`config.mk`:
```
export PLATFORM = sky130hd
export DESIGN_NAME = imm_gen_pipe
export DESIGN_NICKNAME = d
export VERILOG_FILES = /design/src/rtl/imm_gen_pipe.sv
export SDC_FILE = /design/constraint.sdc
export NUM_CORES = 1
export LEC_CHECK = 0
export ABC_AREA = 0
export ABC_CLOCK_PERIOD_IN_PS = 10000
export CAP_MARGIN = 20
export CORE_UTILIZATION = 35
export CTS_CLUSTER_DIAMETER = 30
export DETAILED_ROUTE_END_ITERATION = 10
export RECOVER_POWER = 100
export SLEW_MARGIN = 20
export SYNTH_ARGS = -nofsm -noshare
export SYNTH_HDL_FRONTEND = slang
export SYNTH_SLANG_ARGS = --single-unit
```
`constraint.sdc`:
```
create_clock -name clk -period 10 [get_ports clk]
set_input_delay 1.5 -clock clk [delete_from_list [all_inputs] [get_ports clk]]
set_output_delay 1.5 -clock clk [all_outputs]
set_load 0.02 [all_outputs]
```
`src/rtl/imm_gen_pipe.sv`:
```
// Registered RV32I/RV64I immediate generator with valid/ready handshake.
// One output register plus a skid register keep full throughput under back-pressure.
module imm_gen_pipe #(
    parameter int XLEN       = 32,
    parameter int PC_WIDTH   = 32,
    parameter bit SHAMT_ZEXT = 1'b1
) (
    input  logic                clk,
    input  logic                rst,
    input  logic                flush,
    input  logic                in_valid,
    output logic                in_ready,
    input  logic [31:0]         in_inst,
    input  logic [PC_WIDTH-1:0] in_pc,
    output logic                out_valid,
    input  logic                out_ready,
    output logic [XLEN-1:0]     out_imm,
    output logic [2:0]          out_fmt,
    output logic [PC_WIDTH-1:0] out_target,
    output logic [PC_WIDTH-1:0] out_pc
);

    localparam logic [6:0] OP_LOAD   = 7'b0000011;
    localparam logic [6:0] OP_IMM    = 7'b0010011;
    localparam logic [6:0] OP_JALR   = 7'b1100111;
    localparam logic [6:0] OP_STORE  = 7'b0100011;
    localparam logic [6:0] OP_BRANCH = 7'b1100011;
    localparam logic [6:0] OP_JAL    = 7'b1101111;
    localparam logic [6:0] OP_LUI    = 7'b0110111;
    localparam logic [6:0] OP_AUIPC  = 7'b0010111;
    localparam logic [6:0] OP_SYSTEM = 7'b1110011;

    localparam logic [2:0] FMT_NONE = 3'd0;
    localparam logic [2:0] FMT_I    = 3'd1;
    localparam logic [2:0] FMT_S    = 3'd2;
    localparam logic [2:0] FMT_B    = 3'd3;
    localparam logic [2:0] FMT_U    = 3'd4;
    localparam logic [2:0] FMT_J    = 3'd5;
    localparam logic [2:0] FMT_Z    = 3'd6;

    typedef struct packed {
        logic [XLEN-1:0]     imm;
        logic [2:0]          fmt;
        logic [PC_WIDTH-1:0] target;
        logic [PC_WIDTH-1:0] pc;
    } entry_t;

    logic [6:0] opcode;
    logic [2:0] funct3;
    entry_t     dec;
    entry_t     out_q;
    entry_t     skid_q;
    logic       skid_valid;
    logic       accept;
    logic       drain;

    // Decode happens before the register so the output stage is a pure flop.
    always_comb begin
        opcode = in_inst[6:0];
        funct3 = in_inst[14:12];
        dec    = '0;
        dec.pc = in_pc;
        case (opcode)
            OP_LOAD, OP_JALR: begin
                dec.fmt = FMT_I;
                dec.imm = XLEN'($signed(in_inst[31:20]));
            end
            OP_IMM: begin
                dec.fmt = FMT_I;
                // funct3 001/101 are the immediate shifts; shamt width follows XLEN
                if (SHAMT_ZEXT && funct3[1:0] == 2'b01)
                    dec.imm = (XLEN == 32) ? XLEN'(in_inst[24:20]) : XLEN'(in_inst[25:20]);
                else
                    dec.imm = XLEN'($signed(in_inst[31:20]));
            end
            OP_STORE: begin
                dec.fmt = FMT_S;
                dec.imm = XLEN'($signed({in_inst[31:25], in_inst[11:7]}));
            end
            OP_BRANCH: begin
                dec.fmt = FMT_B;
                dec.imm = XLEN'($signed({in_inst[31], in_inst[7], in_inst[30:25],
                                         in_inst[11:8], 1'b0}));
            end
            OP_JAL: begin
                dec.fmt = FMT_J;
                dec.imm = XLEN'($signed({in_inst[31], in_inst[19:12], in_inst[20],
                                         in_inst[30:21], 1'b0}));
            end
            OP_LUI, OP_AUIPC: begin
                dec.fmt = FMT_U;
                dec.imm = XLEN'($signed({in_inst[31:12], 12'b0}));
            end
            OP_SYSTEM: begin
                if (funct3[2]) begin
                    dec.fmt = FMT_Z;
                    dec.imm = XLEN'(in_inst[19:15]);
                end
            end
            default: ;
        endcase
        dec.target = in_pc + PC_WIDTH'($signed(dec.imm));
    end

    assign in_ready = !skid_valid;
    assign accept   = in_valid && in_ready;
    assign drain    = out_valid && out_ready;

    always_ff @(posedge clk) begin
        if (rst) begin
            out_valid  <= 1'b0;
            skid_valid <= 1'b0;
            out_q      <= '0;
            skid_q     <= '0;
        end else if (flush) begin
            out_valid  <= 1'b0;
            skid_valid <= 1'b0;
        end else if (drain) begin
            // in_ready is low whenever the skid is full, so no accept can coincide here
            if (skid_valid) begin
                out_q      <= skid_q;
                skid_valid <= 1'b0;
            end else if (accept) begin
                out_q <= dec;
            end else begin
                out_valid <= 1'b0;
            end
        end else if (accept) begin
            if (!out_valid) begin
                out_q     <= dec;
                out_valid <= 1'b1;
            end else begin
                skid_q     <= dec;
                skid_valid <= 1'b1;
            end
        end
    end

    assign out_imm    = out_q.imm;
    assign out_fmt    = out_q.fmt;
    assign out_target = out_q.target;
    assign out_pc     = out_q.pc;

endmodule

```
==> results of run 1 <==
==> worst max-delay path, delay by kind of cell <==
kind | cells | cell delay [ns]
AOI/OAI and AO/OA | 6 | 2.27
adders and majority gates | 2 | 0.66
buffers and inverters | 2 | 0.62
and+or+nand+nor | 6 | 1.92
==> layer usage <==
layer / GRT usage / vias up
met3: 0.0333 / 35
li1: - / 4764
met4: 0.0749 / 0
met1: 0.283 / 4468
met2: 0.348 / 233
met5: 0 / -
==> placed cells by master, fill, tap and decap left out, drive strengths merged, types with 7 or more instances in the layout <==
cell           count
o21a               7
dfxtp            200
clkdlybuf4s50     64
inv               43
nand3             15
nor2             172
nor3              17
and2              10
o211ai             9
nand4              8
dlygate4sd3      104
a311oi            50
xor2               9
a31oi             11
a211oi            61
o21ai             36
a21o              21
ha                31
clkbuf            22
xnor2             17
nand2            257
a21oi            167
==> flip-flops by register name, indices dropped and copies added (netlist names) <==
signal      cells
skid_q         99
out_imm        32
out_pc         32
out_target     32
out_fmt         3
out_valid       1
skid_valid      1
==> final cells by class <==
cell class	instances	area [um2]
tap	378	473
inverter	35	131
fill	2891	15600
timing repair buffer	177	1740
clock buffer	18	429
sequential	200	4000
multi-input combinational	969	5410
clock inverter	14	135
==> power groups by stage <==
stage	sequential (uW)	clock (uW)	combinational, uW
2_1_floorplan	878	0	120
3_3_place_gp	856	0	259
5_1_grt	839	721	273
4_1_cts	837	692	261
3_5_place_dp	856	0	260
6_report	836	677	251
==> per-stage QoR <==
step | power (uW) | hold slack [ns] | instances | utilization
after global placement | 1120 | 0.440 | 1759 | 0.424
after floorplan | 997 | 0.432 | 1303 | -
after global routing | 1830 | 0.470 | 1791 | 0.441
final | 1760 | 0.457 | 1791 | 0.441
after CTS | 1790 | 0.457 | 1791 | 0.444
after detailed placement | 1120 | 0.447 | 1759 | 0.424
==> cell families (layout without fill, tap and decap cells) <==
group                      after synthesis  after routing  share of synthesized area
and+or+nand+nor                        514            514                      0.213
AOI/OAI and AO/OA                      397            397                      0.269
DFF                                    200            200                      0.401
buffers and inverters                  134            244                     0.0535
adders and majority gates               32             32                     0.0408
xor gates and xnor gates                26             26                     0.0228
==> worst max path at each step <==
stage / startpoint / endpoint / slack (ns)
global route: out_ready / out_target[28] / 2.87
global placement: in_inst[3] / out_target[22] / 3.80
detailed placement: in_inst[3] / out_target[22] / 3.63
CTS: in_inst[3] / out_target[22] / 4.11
floorplan: in_inst[3] / out_target[24] / 5.15
finish: in_inst[3] / out_target[22] / 3.31
==> synthesized netlist by cell type, types with 5 or more instances <==
cell	number
xnor2_1	17
nor2b_1	6
inv_1	35
a31oi_1	10
nor3_1	17
a21o_1	21
dfxtp_1	200
clkbuf_1	85
o211ai_1	9
nand2b_1	5
o21a_1	7
o21ai_0	27
nand4_1	8
and2_1	9
nand2_1	257
a211oi_1	60
xor2_1	9
a21oi_2	12
a311oi_1	49
nor2_1	172
o21ai_1	8
nand3_1	14
a21oi_1	155
and3_1	6
buf_1	5
ha_1	31
==> summary.md, run 1 <==
| Metric | Value |
|---|---|
| Core Area | `27900 um2` |
| Hold Path Depth | `2` |
| Post-Syn Instances | `1303` |
| GRT Total Usage | `0.213` |
| Die Y | `171 um` |
| Remaining antenna violation count | `0` |
| Clk network pwr share | `0.384` |
| Clock latency on the worst-skew pair | `0.44 ns` |
| P_int | `1250 uW` |
| Worst Hold Class | `register to register` |
| Register area share after synthesis | `0.401` |
| Count of flip-flops with a built-in enable after synthesis | `0` |
| Status | `complete, but fails checks` |
| Largest net degree at the start of global routing | `99` |
| Placed Area | `11800 um2` |
| Leakage power | `0.00504 uW` |
| Critical Path Start Type | `input pin` |
| CP Max Fanout | `9` |
| Fin. Hold Viols | `0` |
| Synthesis-stage register bit count | `200` |
| Final Skew | `0.0104 ns` |
| Post-route met1 wirelength | `14.5 mm` |
| Num rows | `61` |
| Switch Pwr | `511 uW` |
| Worst reg2reg endpoint | `out_target[28]` |
| Port bufs | `169` |
| Flop pwr share | `0.474` |
| Initial antenna violation count | `0` |
| Crit Reg-Reg Startpoint | `skid_valid` |
| Post-CTS Hold Buffers | `0` |
| Via count | `9500` |
| Crit path kind | `input pin to register` |
| Fmax | `150 MHz` |
| Post-Syn Area | `9990 um2` |
| FF-to-FF setup slack | `4.53 ns` |
| Setup Buffers After CTS | `0` |
| Post-synth top area share | `0.401` |
| First-pass GRT wire length | `47.9 mm` |
| Reg2reg path depth | `4` |
| H-tree Lvls | `4` |
| Syn Nets | `1404` |
| CTS resizes | `0` |
| Ant. Diodes | `0` |
| Minimum clock period | `6.69 ns` |
| Req. time, crit path | `10.31 ns` |
| Crit-path slowest cell | `nor4bb_1` |
| GR Overflow Total | `0` |
| DR WL/cell | `17.6 um` |
| VDD IR-drop max | `0.0810 mV` |
| CTS tree | `done` |
| Worst Hold Launch | `skid_q[5]` |
| Hold Crit Endpoint | `skid_q[5]` |
| Root buffer cell | `clkbuf_16` |
| CTS max path bufs | `2` |
| Detailed Routing Iterations Pass 1 | `6` |
| Cts bufs inserted | `17` |
| DRC viols | `0` |
| Pins Over Slew Limit | `338` |
| Main flop type after synthesis | `dfxtp_1` |
| Total Wirelength | `31.6 mm` |
| Vias in the first global route | `8483` |
| Pre-CTS WS | `3.63 ns` |
| Mean Syn Cell Area | `7.67 um2` |
| Asr flop ratio synth | `0` |
| Fin crit share | `0.669` |
| DP HPWL | `22.1 mm` |
| Pwr dens | `143 nW/um2` |
| Area delta synth->final | `23.3%` |
| Worst Setup End Kind | `register` |
| Nets | `1501` |
| Failing checks | `max-capacitance violations, max-slew violations` |
| Iteration-0 DRC Markers | `781` |
| Final instance area | `12300 um2` |
| CP arrival | `6.99 ns` |
| Top layer in use | `met4` |
| Max-cap violations | `5` |
| Post-synth cell types | `63` |
| Final Setup Violations | `0` |
| Initial core utilization | `0.358` |
| # IOs | `170` |
| RSZ-0062 raised after global routing | `false` |
| Setup TNS Final | `0 ns` |
| CP max stage delay | `1.06 ns` |
| Met3 wire length | `1.30 mm` |
| DR WL met2 | `15.0 mm` |
| RD Place Congestion | `0.891` |
| Most used cell along the critical path | `nand2_1` |
| Yosys warnings | `0` |
| Drt via density | `5.30` |
| CTS sink count | `200` |
| Layout cells sized above 1 | `0.0432` |
| Top cells by area, synth | `dfxtp_1, nand2_1, a21oi_1` |
| Die W | `171 um` |
| Cell Chain, Critical Path | `dlygate4sd3_1 -> and3b_1 -> nor4bb_1 -> nand2_1 -> o211ai_1 -> ha_1 -> inv_1 -> fa_1 -> nor2b_1 -> o2111ai_1 -> a311oi_1 -> o2111ai_4 -> a21oi_1 -> or3_1 -> nand2_1 -> a2111oi_0` |
| Combinational Power Share | `0.142` |
| Clk pin slew, worst setup/hold paths | `0.08 ns` |
| Worst slew margin | `-1.66` |
| Net Sw Frac | `0.290` |
| Die area | `29200 um2` |
| Synth area leader | `dfxtp_1` |
| Worst-margin pin slew | `3.99 ns` |
| Worst setup margin | `3.31 ns` |
(Power assumes the default switching activity.)
==> run 2, diff against run 1 <==
- ABC_CLOCK_PERIOD_IN_PS: 10000 -> 6050
- clock period: 10 -> 6.05 ns (I/O delays scaled with it)
==> run 2 against run 1 <==
Compared with the run above: the run still ends with max-capacitance violations, max-slew violations left; die area stayed put; critical path depth increased by 1; routed wire length is 1.6% higher; cell count increased by 0.22%; clock skew shrank 0.0022 ns; utilization up 0.38 points; largest cell class unchanged; largest power group unchanged.
==> summary.md, run 2 (synthesis gave the netlist of run 1 again) <==
| Metric | Value |
|---|---|
| Status | `complete, but fails checks` |
| Failing checks | `max-capacitance violations, max-slew violations` |
| Largest net degree at the start of global routing | `126` |
| Worst Hold Class | `register to register` |
| Req. time, crit path | `6.28 ns` |
| Num rows | `61` |
| Initial core utilization | `0.358` |
| Initial antenna violation count | `0` |
| Area delta synth->final | `24.4%` |
| Worst slew margin | `-0.247` |
| Worst-margin pin slew | `1.87 ns` |
| Fin crit share | `0.862` |
| CTS resizes | `0` |
| Ant. Diodes | `0` |
| DRC viols | `0` |
| CP Max Fanout | `9` |
| Pwr dens | `242 nW/um2` |
| CP max stage delay | `0.56 ns` |
| Setup Buffers After CTS | `0` |
| CP arrival | `5.45 ns` |
| RSZ-0062 raised after global routing | `false` |
| Leakage power | `0.00509 uW` |
| GR Overflow Total | `0` |
| Root buffer cell | `clkbuf_16` |
| DR WL/cell | `17.9 um` |
| Fmax | `192 MHz` |
| Cts bufs inserted | `17` |
| Die W | `171 um` |
| Crit-path slowest cell | `dlygate4sd3_1` |
| Most used cell along the critical path | `o2111ai_1` |
| Iteration-0 DRC Markers | `860` |
| Crit path kind | `input pin to register` |
| H-tree Lvls | `4` |
| Tot Pwr | `3000 uW` |
| Non-Filler Instances | `1795` |
| # IOs | `170` |
| Final Skew | `0.00817 ns` |
| Via count | `9546` |
| GRT Total Usage | `0.219` |
| Final Setup Violations | `0` |
| Setup TNS Final | `0 ns` |
| Cell Chain, Critical Path | `dlygate4sd3_1 -> and3b_1 -> nor4bb_1 -> clkbuf_1 -> nand2_1 -> o211ai_1 -> ha_1 -> inv_1 -> fa_1 -> nor2b_1 -> o2111ai_1 -> a311oi_4 -> o2111ai_1 -> a21oi_2 -> a21oi_1 -> xor2_1 -> o22ai_1` |
| Pins Over Slew Limit | `185` |
| Largest register FFs | `99` |
| CTS max path bufs | `2` |
| Critical Path Start Type | `input pin` |
| Worst Setup End Kind | `register` |
| Nets | `1507` |
| CTS sink count | `200` |
| Post-CTS Hold Buffers | `0` |
| Core Area | `27900 um2` |
| Commonest non-fill, non-tap cells in the layout | `nand2_1, dfxtp_1, nor2_1` |
| Dpl cells | `1765` |
| Die area | `29200 um2` |
| Top reg by flops | `skid_q` |
| Clk pin slew, worst setup/hold paths | `0.07 ns` |
| Total Wirelength | `32.1 mm` |
| Minimum clock period | `5.21 ns` |
| Die Y | `171 um` |
| Vias in the first global route | `8684` |
| Most common cell after layout, fill and taps aside | `nand2_1` |
| RD Place Congestion | `0.934` |
| First-pass GRT wire length | `49.4 mm` |
| Remaining antenna violation count | `0` |
| Detailed Routing Iterations Pass 1 | `8` |
| Fin. Hold Viols | `0` |
| Clock latency on the worst-skew pair | `0.44 ns` |
| CTS tree | `done` |
| Max-cap violations | `4` |
| DP HPWL | `22.7 mm` |
| Layout cells sized above 1 | `0.0438` |
| Port bufs | `169` |
| Drt via density | `5.32` |
| VDD IR-drop max | `0.131 mV` |
[run 2: power breakdown]
part           internal (uW)  switching [uW]
logic                    165             252
clock network            675             528
registers               1360            24.3
total                   2200             804
[run 2: worst paths after layout]
| check | end | from | slack (ns) | depth (start not counted) |
|---|---|---|---|---|
| max | skid_q[60] | in_inst[3] | 0.84 | 17 |
| min | out_target[23] | out_target[23] | 0.45 | 2 |
| max reg2reg | skid_q[56] | out_valid | 2.53 | 5 |
| min reg2reg | out_target[23] | out_target[23] | 0.45 | 2 |
[run 2: routing by layer]
metal	up-vias	GRT usage	wire (um)
met2	288	0.352	15100
met3	40	0.0331	1410
met4	0	0.0749	795
met5	-	0	0
li1	4766	-	-
met1	4452	0.297	14700
[run 2: per-stage QoR]
stage / hold slack (ns) / worst slack, ns / util / area (um2)
after global placement: 0.440 / 0.977 / 0.426 / 11900
final: 0.453 / 0.837 / 0.445 / 12400
after CTS: 0.455 / 1.28 / 0.448 / 12500
after global routing: 0.464 / 0.572 / 0.445 / 12400
after floorplan: 0.432 / 1.79 / - / 9990
after detailed placement: 0.445 / 0.881 / 0.426 / 11900
[run 2: worst max-delay path: cells and delay by family]
kind	cells	cell delay, ns
AO/OA/AOI/OAI	7	1.75
XOR/XNOR	1	0.22
adder cells (fa/ha/maj)	2	0.66
buffers and inverters	3	0.96
AND/OR/NAND/NOR	4	0.95
[run 2: layout make-up]
type                    instances  area [um2]
fillers                      2846       15500
multi-input cells             969        5430
clock buffers                  21         460
clock inverters                 9         143
repair buffers                183        1780
flip-flops and latches        200        4000
well taps                     378         473
inverters                      35         131
==> run 3, diff against run 2 <==
- CORE_MARGIN: not set -> 2
- SLEW_MARGIN: 20 -> 25
==> run 3 against run 2 <==
Compared with the run above: the flow still finishes with violations (max-capacitance violations, max-slew violations); flip-flop and latch count did not move; cell count barely moved; critical endpoint is now out_target[23]; utilization barely moved.
==> summary.md, run 3 (synthesis gave the netlist of run 1 again) <==
| Metric | Value |
|---|---|
| Final Setup Violations | `0` |
| Minimum clock period | `5.23 ns` |
| Initial core utilization | `0.358` |
| Die Y | `173 um` |
| FF-to-FF setup slack | `1.66 ns` |
| H-tree Lvls | `4` |
| Req. time, crit path | `6.18 ns` |
| Failing checks | `max-capacitance violations, max-slew violations` |
| Largest net degree at the start of global routing | `121` |
| Nets | `1506` |
| Remaining antenna violation count | `0` |
| CP max stage delay | `0.75 ns` |
| # IOs | `170` |
| Layout cells sized above 1 | `0.0494` |
| GRT Total Usage | `0.212` |
| Dpl cells | `1764` |
| Top reg by flops | `skid_q` |
| Ant. Diodes | `0` |
| Iteration-0 DRC Markers | `731` |
| Worst Setup End Kind | `register` |
| Flop pwr share | `0.472` |
| Max-cap violations | `3` |
| Fin crit share | `0.865` |
| Commonest non-fill, non-tap cells in the layout | `nand2_1, dfxtp_1, nor2_1` |
| Num rows | `61` |
| Core Area | `27900 um2` |
| Port bufs | `169` |
| Crit-path slowest cell | `and2_0` |
| Post-CTS Hold Buffers | `0` |
| Area delta synth->final | `24.4%` |
| CP arrival | `5.37 ns` |
| Worst-margin pin slew | `4.16 ns` |
| Non-Filler Instances | `1796` |
| Worst Hold Class | `register to register` |
| CTS tree | `done` |
| Critical Path Start Type | `input pin` |
| CTS resizes | `0` |
| Combinational Power Share | `0.144` |
| Cell Chain, Critical Path | `clkdlybuf4s50_1 -> nor2b_1 -> or4_1 -> o21ai_2 -> and2_0 -> a21oi_1 -> inv_1 -> ha_1 -> a21o_1 -> a211oi_1 -> inv_1 -> a211oi_1 -> nor3_1 -> o311ai_0 -> a21oi_1` |
| Drt via density | `5.31` |
| Detailed Routing Iterations Pass 1 | `6` |
| CTS max path bufs | `2` |
| Setup Buffers After CTS | `0` |
| Fmax | `191 MHz` |
| DP HPWL | `23.1 mm` |
| Largest register FFs | `99` |
| Clk pin slew, worst setup/hold paths | `0.07 ns` |
| Cts bufs inserted | `17` |
| GR Overflow Total | `0` |
| P_int | `2090 uW` |
| Switch Pwr | `839 uW` |
| RD Place Congestion | `0.942` |
| RSZ-0062 raised after global routing | `false` |
| Clk network pwr share | `0.384` |
| CP Max Fanout | `11` |
| Vias in the first global route | `8765` |
| Setup TNS Final | `0 ns` |
| Die W | `173 um` |
| VDD IR-drop max | `0.151 mV` |
| Leakage power | `0.00507 uW` |
| Initial antenna violation count | `0` |
| Total Wirelength | `32.2 mm` |
| Fin. Hold Viols | `0` |
| Pins Over Slew Limit | `213` |
| Pwr dens | `235 nW/um2` |
| Worst hold slack | `0.452 ns` |
| DR WL/cell | `18.0 um` |
| CTS sink count | `200` |
| DRC viols | `0` |
| Net Sw Frac | `0.287` |
| Fillcell total | `2851` |
| Final Skew | `0.0140 ns` |
| Via count | `9535` |
| Root buffer cell | `clkbuf_16` |
| First-pass GRT wire length | `50.6 mm` |
| Status | `complete, but fails checks` |
| Die area | `29900 um2` |
| Most common cell after layout, fill and taps aside | `nand2_1` |
| Final core utilization | `0.445` |
| Worst slew margin | `-1.78` |
| Crit path kind | `input pin to register` |
| Clock latency on the worst-skew pair | `0.44 ns` |
-- run 3: cell types whose count changed in the layout (fill, tap and decap cells not counted), sizes merged --
cell / delta
buf: +1
clkdlybuf4s50: +1
inv: +3
dlygate4sd3: -1
clkinvlp: +3
clkinv: +1
clkbuf: -4
bufinv: -3
-- run 3: area by class of cell --
cell class,count,area (um2),share of cell area
tap,378,473,0.0381
multi-input combinational,969,5460,0.439
sequential,200,4000,0.322
timing repair buffer,182,1790,0.144
clock inverter,13,114,0.00916
clock buffer,19,453,0.0364
inverter,35,131,0.0106
-- run 3: through the flow --
step,area [um2],total power (uW),setup slack [ns]
2_1_floorplan,9990,1650,1.79
3_3_place_gp,11900,1850,0.865
3_5_place_dp,11900,1850,0.877
4_1_cts,12500,2970,1.29
5_1_grt,12400,3050,0.464
6_report,12400,2930,0.817
-- run 3: layer usage --
metal | global-route usage | wire length, um | up-vias
met3 | 0.0361 | 1540 | 46
met2 | 0.335 | 14800 | 266
met5 | 0 | 0 | -
met1 | 0.292 | 15000 | 4445
met4 | 0.0759 | 974 | 0
li1 | - | - | 4778
-- run 3: critical path, delay by kind of cell --
kind	cells	cell delay, ns
compound gates	7	1.73
fa+ha+maj	1	0.30
buf+inv	3	0.93
simple gates	4	1.48
-- run 3: path summary, 6_finish.rpt --
path,from,endpoint,cells past startpoint
max,in_inst[6],out_target[23],15
max reg2reg,out_valid,skid_q[62],5
min,out_target[21],out_target[21],2
min reg2reg,out_target[21],out_target[21],2
-- run 3: power groups by stage --
stage,clock (uW),combinational (uW),sequential (uW)
after global placement,0,437,1410
after global routing,1200,458,1390
after detailed placement,0,435,1410
after floorplan,0,198,1450
final,1120,422,1380
after CTS,1150,438,1380
==> variant 1, RTL diff (config.mk and constraints of run 1) <==
Set the parameter `PC_WIDTH` to 24 (it was 32).
--- a/src/rtl/imm_gen_pipe.sv
+++ b/src/rtl/imm_gen_pipe.sv
@@ -2,7 +2,7 @@
 // One output register plus a skid register keep full throughput under back-pressure.
 module imm_gen_pipe #(
     parameter int XLEN       = 32,
-    parameter int PC_WIDTH   = 32,
+    parameter int PC_WIDTH   = 24,
     parameter bit SHAMT_ZEXT = 1'b1
 ) (
     input  logic                clk,
Interface: changed (resized in_pc, out_pc and out_target); port bits go from 170 to 146. No check against the original RTL was run, so the function may have changed too.
==> variant 1 against run 1 <==
The run still ends with max-capacitance violations, max-slew violations left. Wire length fell by 18%. Synthesized area decreased by 17%. Worst setup slack got worse by 80 ps. Global-route usage is 0.11 points higher. Critical path depth fell by 13. Total power is 7.7% lower. Final area decreased by 15%. Sequential cell count shrank 32. Largest cell class unchanged.
==> variant 1: results (changes against run 1) <==
** Outcome
- Result of the run: finished with violations (unchanged).
- Violations in the final reports: max-capacitance violations, max-slew violations (unchanged).

** Detailed routing
- The number of violations reported at the end of detailed-routing iteration 0 came to 666 (was 781).
- The total via count after detailed routing came to 7957 (was 9500).
- Routed metal-1 wire length :: 12.5 mm (was 14.5 mm)
- Met2 Routed Length :: 11.7 mm (was 15.0 mm)
- Overall routed net length :: 26.0 mm (was 31.6 mm)

** Power and ir drop
- The static leakage power was 0.00408 uW (was 0.00504 uW).
- Max rail drop VDD :: 0.0000931 V (was 0.0000810 V)

** Worst setup path
- The worst reg-to-reg setup slack was 7520 ps (was 4530 ps).
- Reg2reg end :: out_imm[0]$_SDFFE_PP0P_ (was out_target[28]$_SDFFE_PP0P_)
- Critical path required time :: 10120 ps (was 10310 ps)
- Slowest Stage Delay on Critical Path :: 2610 ps (was 1060 ps)
- The length in cells of the worst reg-to-reg path is 5 (was 4).
- The worst-path maximum fanout was 77 (was 9).
- Crit-path slowest cell :: clkbuf_1 (was nor4bb_1)

** GRT
- The overall track demand over capacity in global routing came to 0.214 (was 0.213).
- Global routing usage on met2 :: 0.324 (was 0.348)

** Timing
- Total count of max-transition violations in the final report :: 154 (was 338)
- The worst clock skew on the final layout came to 11.2 ps (was 10.4 ps).

** Place
- The post-placement setup slack was 4270 ps (was 3630 ps).
- The HPWL after detailed placement was 17.8 mm (was 22.1 mm).
- Number of buffer cells added on primary ports :: 145 (was 169)

** Synth
- The synthesized netlist cell count came to 1076 (was 1303).

** Run
- Max-Cap Viols :: 2 (was 5)
[variant 1: cell count changes after synthesis, moves of 8 or more]
| cell | delta |
|---|---|
| a21oi_1 | -27 |
| nand2_1 | -49 |
| ha_1 | -8 |
| a21o_1 | -10 |
| a211oi_1 | -18 |
| dfxtp_1 | -32 |
| a21oi_2 | -8 |
| nor3_1 | +9 |
| clkbuf_1 | -23 |
| nor2_1 | -32 |
| a311oi_1 | -13 |
| inv_1 | -18 |
[variant 1: worst min path at each step]
stage	cells after the start	endpoint	slack [ps]
6_report	2	out_imm[19]$_SDFFE_PP0P_	450
2_1_floorplan	2	skid_q[32]$_SDFFE_PP0P_	440
4_1_cts	2	skid_q[38]$_SDFFE_PP0P_	460
3_5_place_dp	2	skid_q[27]$_SDFFE_PP0P_	450
3_3_place_gp	2	skid_q[58]$_SDFFE_PP0P_	440
5_1_grt	2	skid_q[62]$_SDFFE_PP0P_	470
[variant 1: final cells by class]
class,instances,area [um2]
Sequential cell,168,3360
Clock buffer,17,425
Timing Repair Buffer,153,1500
Clock inverter,15,211
Tap cell,319,399
Fill cell,2404,12900
Multi-Input combinational cell,806,4530
Inverter,17,63.8
[variant 1: cells by family (layout without fill, tap and decap cells)]
family,after synthesis,after routing,synth area share
and+or+nand+nor,436,436,0.223
xor gates and xnor gates,22,22,0.0231
adders and majority gates,24,24,0.0369
DFF,168,168,0.403
buffers and inverters,102,202,0.0552
AOI/OAI and AO/OA,322,322,0.256
muxes,2,2,0.00240
[variant 1: power by group]
part	internal [uW]	switching, uW	leakage (uW)	total (uW)
logic	81.5	125	0.00241	206
registers	689	11.2	0.00136	700
clock network	424	297	0.000304	722
total	1200	433	0.00408	1630
[variant 1: critical path: cells and delay by family]
family                 cells  cell delay [ps]
buffers and inverters      2             5020
AOI/OAI and AO/OA          1              280
==> variant 2, RTL diff (settings of run 1) <==
Made on the original files. Reset style: asynchronous (`rst`), changed in one clocked block.
--- a/src/rtl/imm_gen_pipe.sv
+++ b/src/rtl/imm_gen_pipe.sv
@@ -106,7 +106,7 @@
     assign accept   = in_valid && in_ready;
     assign drain    = out_valid && out_ready;
 
-    always_ff @(posedge clk) begin
+    always_ff @(posedge clk or posedge rst) begin
         if (rst) begin
             out_valid  <= 1'b0;
             skid_valid <= 1'b0;
Check against the original RTL: differs if rst is asserted again (counterexample within 4 cycles, from zero or initial values and one cycle with rst high); with rst held inactive, the same outputs for 4 cycles.
==> variant 2 against run 1 <==
The flow still finishes with violations (max-capacitance violations, max-slew violations). Final area grew 5.4%. Sequential cell count stayed put. Synthesized cell count decreased by 4.8%. Wire length increased by 1.7%. Total power grew 24%. Sequential share of layout area increased by 6.0 points. Combinational power up 88%. Worst setup slack got worse by 200 ps. Synthesized area up 5.6%. Largest cell class unchanged. Largest power group unchanged.
==> variant 2: results (changes against run 1) <==
** Run
- The max-cap violation count came to 4 (was 5).

** GRT
- The first-pass GRT wire length came to 49.3 mm (was 47.9 mm).
- The overall track demand over capacity in global routing is 0.209 (was 0.213).

** Outcome
- Violations in the final reports :: max-capacitance violations, max-slew violations (unchanged)
- Result of the run :: finished with violations (unchanged)

** Place
- The post-placement cell area came to 0.0125 mm2 (was 0.0118 mm2).
- Placement-stage worst setup slack :: 4220 ps (was 3630 ps)
- The post-placement cell count was 1728 (was 1759).
- The HPWL after detailed placement came to 22.6 mm (was 22.1 mm).

** Timing
- Actual slew at the worst max-slew pin :: 5470 ps (was 3990 ps)
- The number of pins with negative max-slew slack in the final report was 363 (was 338).

** Final layout
- Share of final layout cell area taken by non-clock buffers :: 0.135 (was 0.141)
- Number of multi-input combinational cells :: 925 (was 969)
- Non-clock buffer count :: 178 (was 177)
- Layout cell share with drive strength beyond 1 :: 0.0496 (was 0.0432)
- The sequential share of cell area came to 0.385 (was 0.325).
- Post-layout nets :: 1458 (was 1501)
- The non-filler instance count after layout was 1760 (was 1791).

** Synth
- The compound-gate portion of the synthesized area was 0.198 (was 0.269).
- The net count after synthesis was 1341 (was 1404).
- Sequential area share after synthesis :: 0.475 (was 0.401)
- The proportion of synthesized area in mux cells is 0.0141 (was 0).

** Power and ir drop
- Power density over the cells :: 168 mW/mm2 (was 143 mW/mm2)
- The maximum vdd ir drop came to 0.000114 V (was 0.0000810 V).
- The static leakage power was 0.00626 uW (was 0.00504 uW).
- Clock share of power :: 0.318 (was 0.384)

** Worst setup path
- The family of cells with the greatest summed delay on the critical path was buffers and inverters (was compound AO/OA/AOI/OAI gates).
- The endpoint arrival time on the critical path is 7000 ps (was 6990 ps).
- The worst-path maximum fanout is 100 (was 9).

** Detailed routing
- Via-per-instance ratio :: 5.22 (was 5.30)
- The number of violations reported at the end of detailed-routing iteration 0 came to 753 (was 781).
## variant 2: worst paths after layout
path	start	to	slack (ps)	cells after the start
worst max-delay path	out_ready	skid_q[47]$_DFFE_PP0P_	3120	6
worst min-delay path	out_imm[27]$_DFFE_PP0P_	out_imm[27]$_DFFE_PP0P_	480	1
worst max register to register	skid_valid$_DFFE_PP0P_	skid_q[47]$_DFFE_PP0P_	4270	5
worst min register to register	out_imm[27]$_DFFE_PP0P_	out_imm[27]$_DFFE_PP0P_	480	1
max in group asynchronous	rst	out_pc[8]$_DFFE_PP0P_	4370	2
min in group asynchronous	rst	out_imm[26]$_DFFE_PP0P_	3210	2
## variant 2: metal layers
metal / share of wire / vias up / wire length (um) / track usage
met2: 0.48 / 254 / 15300 / 0.333
met5: 0 / - / 0 / 0
met3: 0.044 / 32 / 1420 / 0.0357
li1: - / 4468 / - / -
met1: 0.46 / 4436 / 14900 / 0.293
met4: 0.015 / 0 / 482 / 0.0514
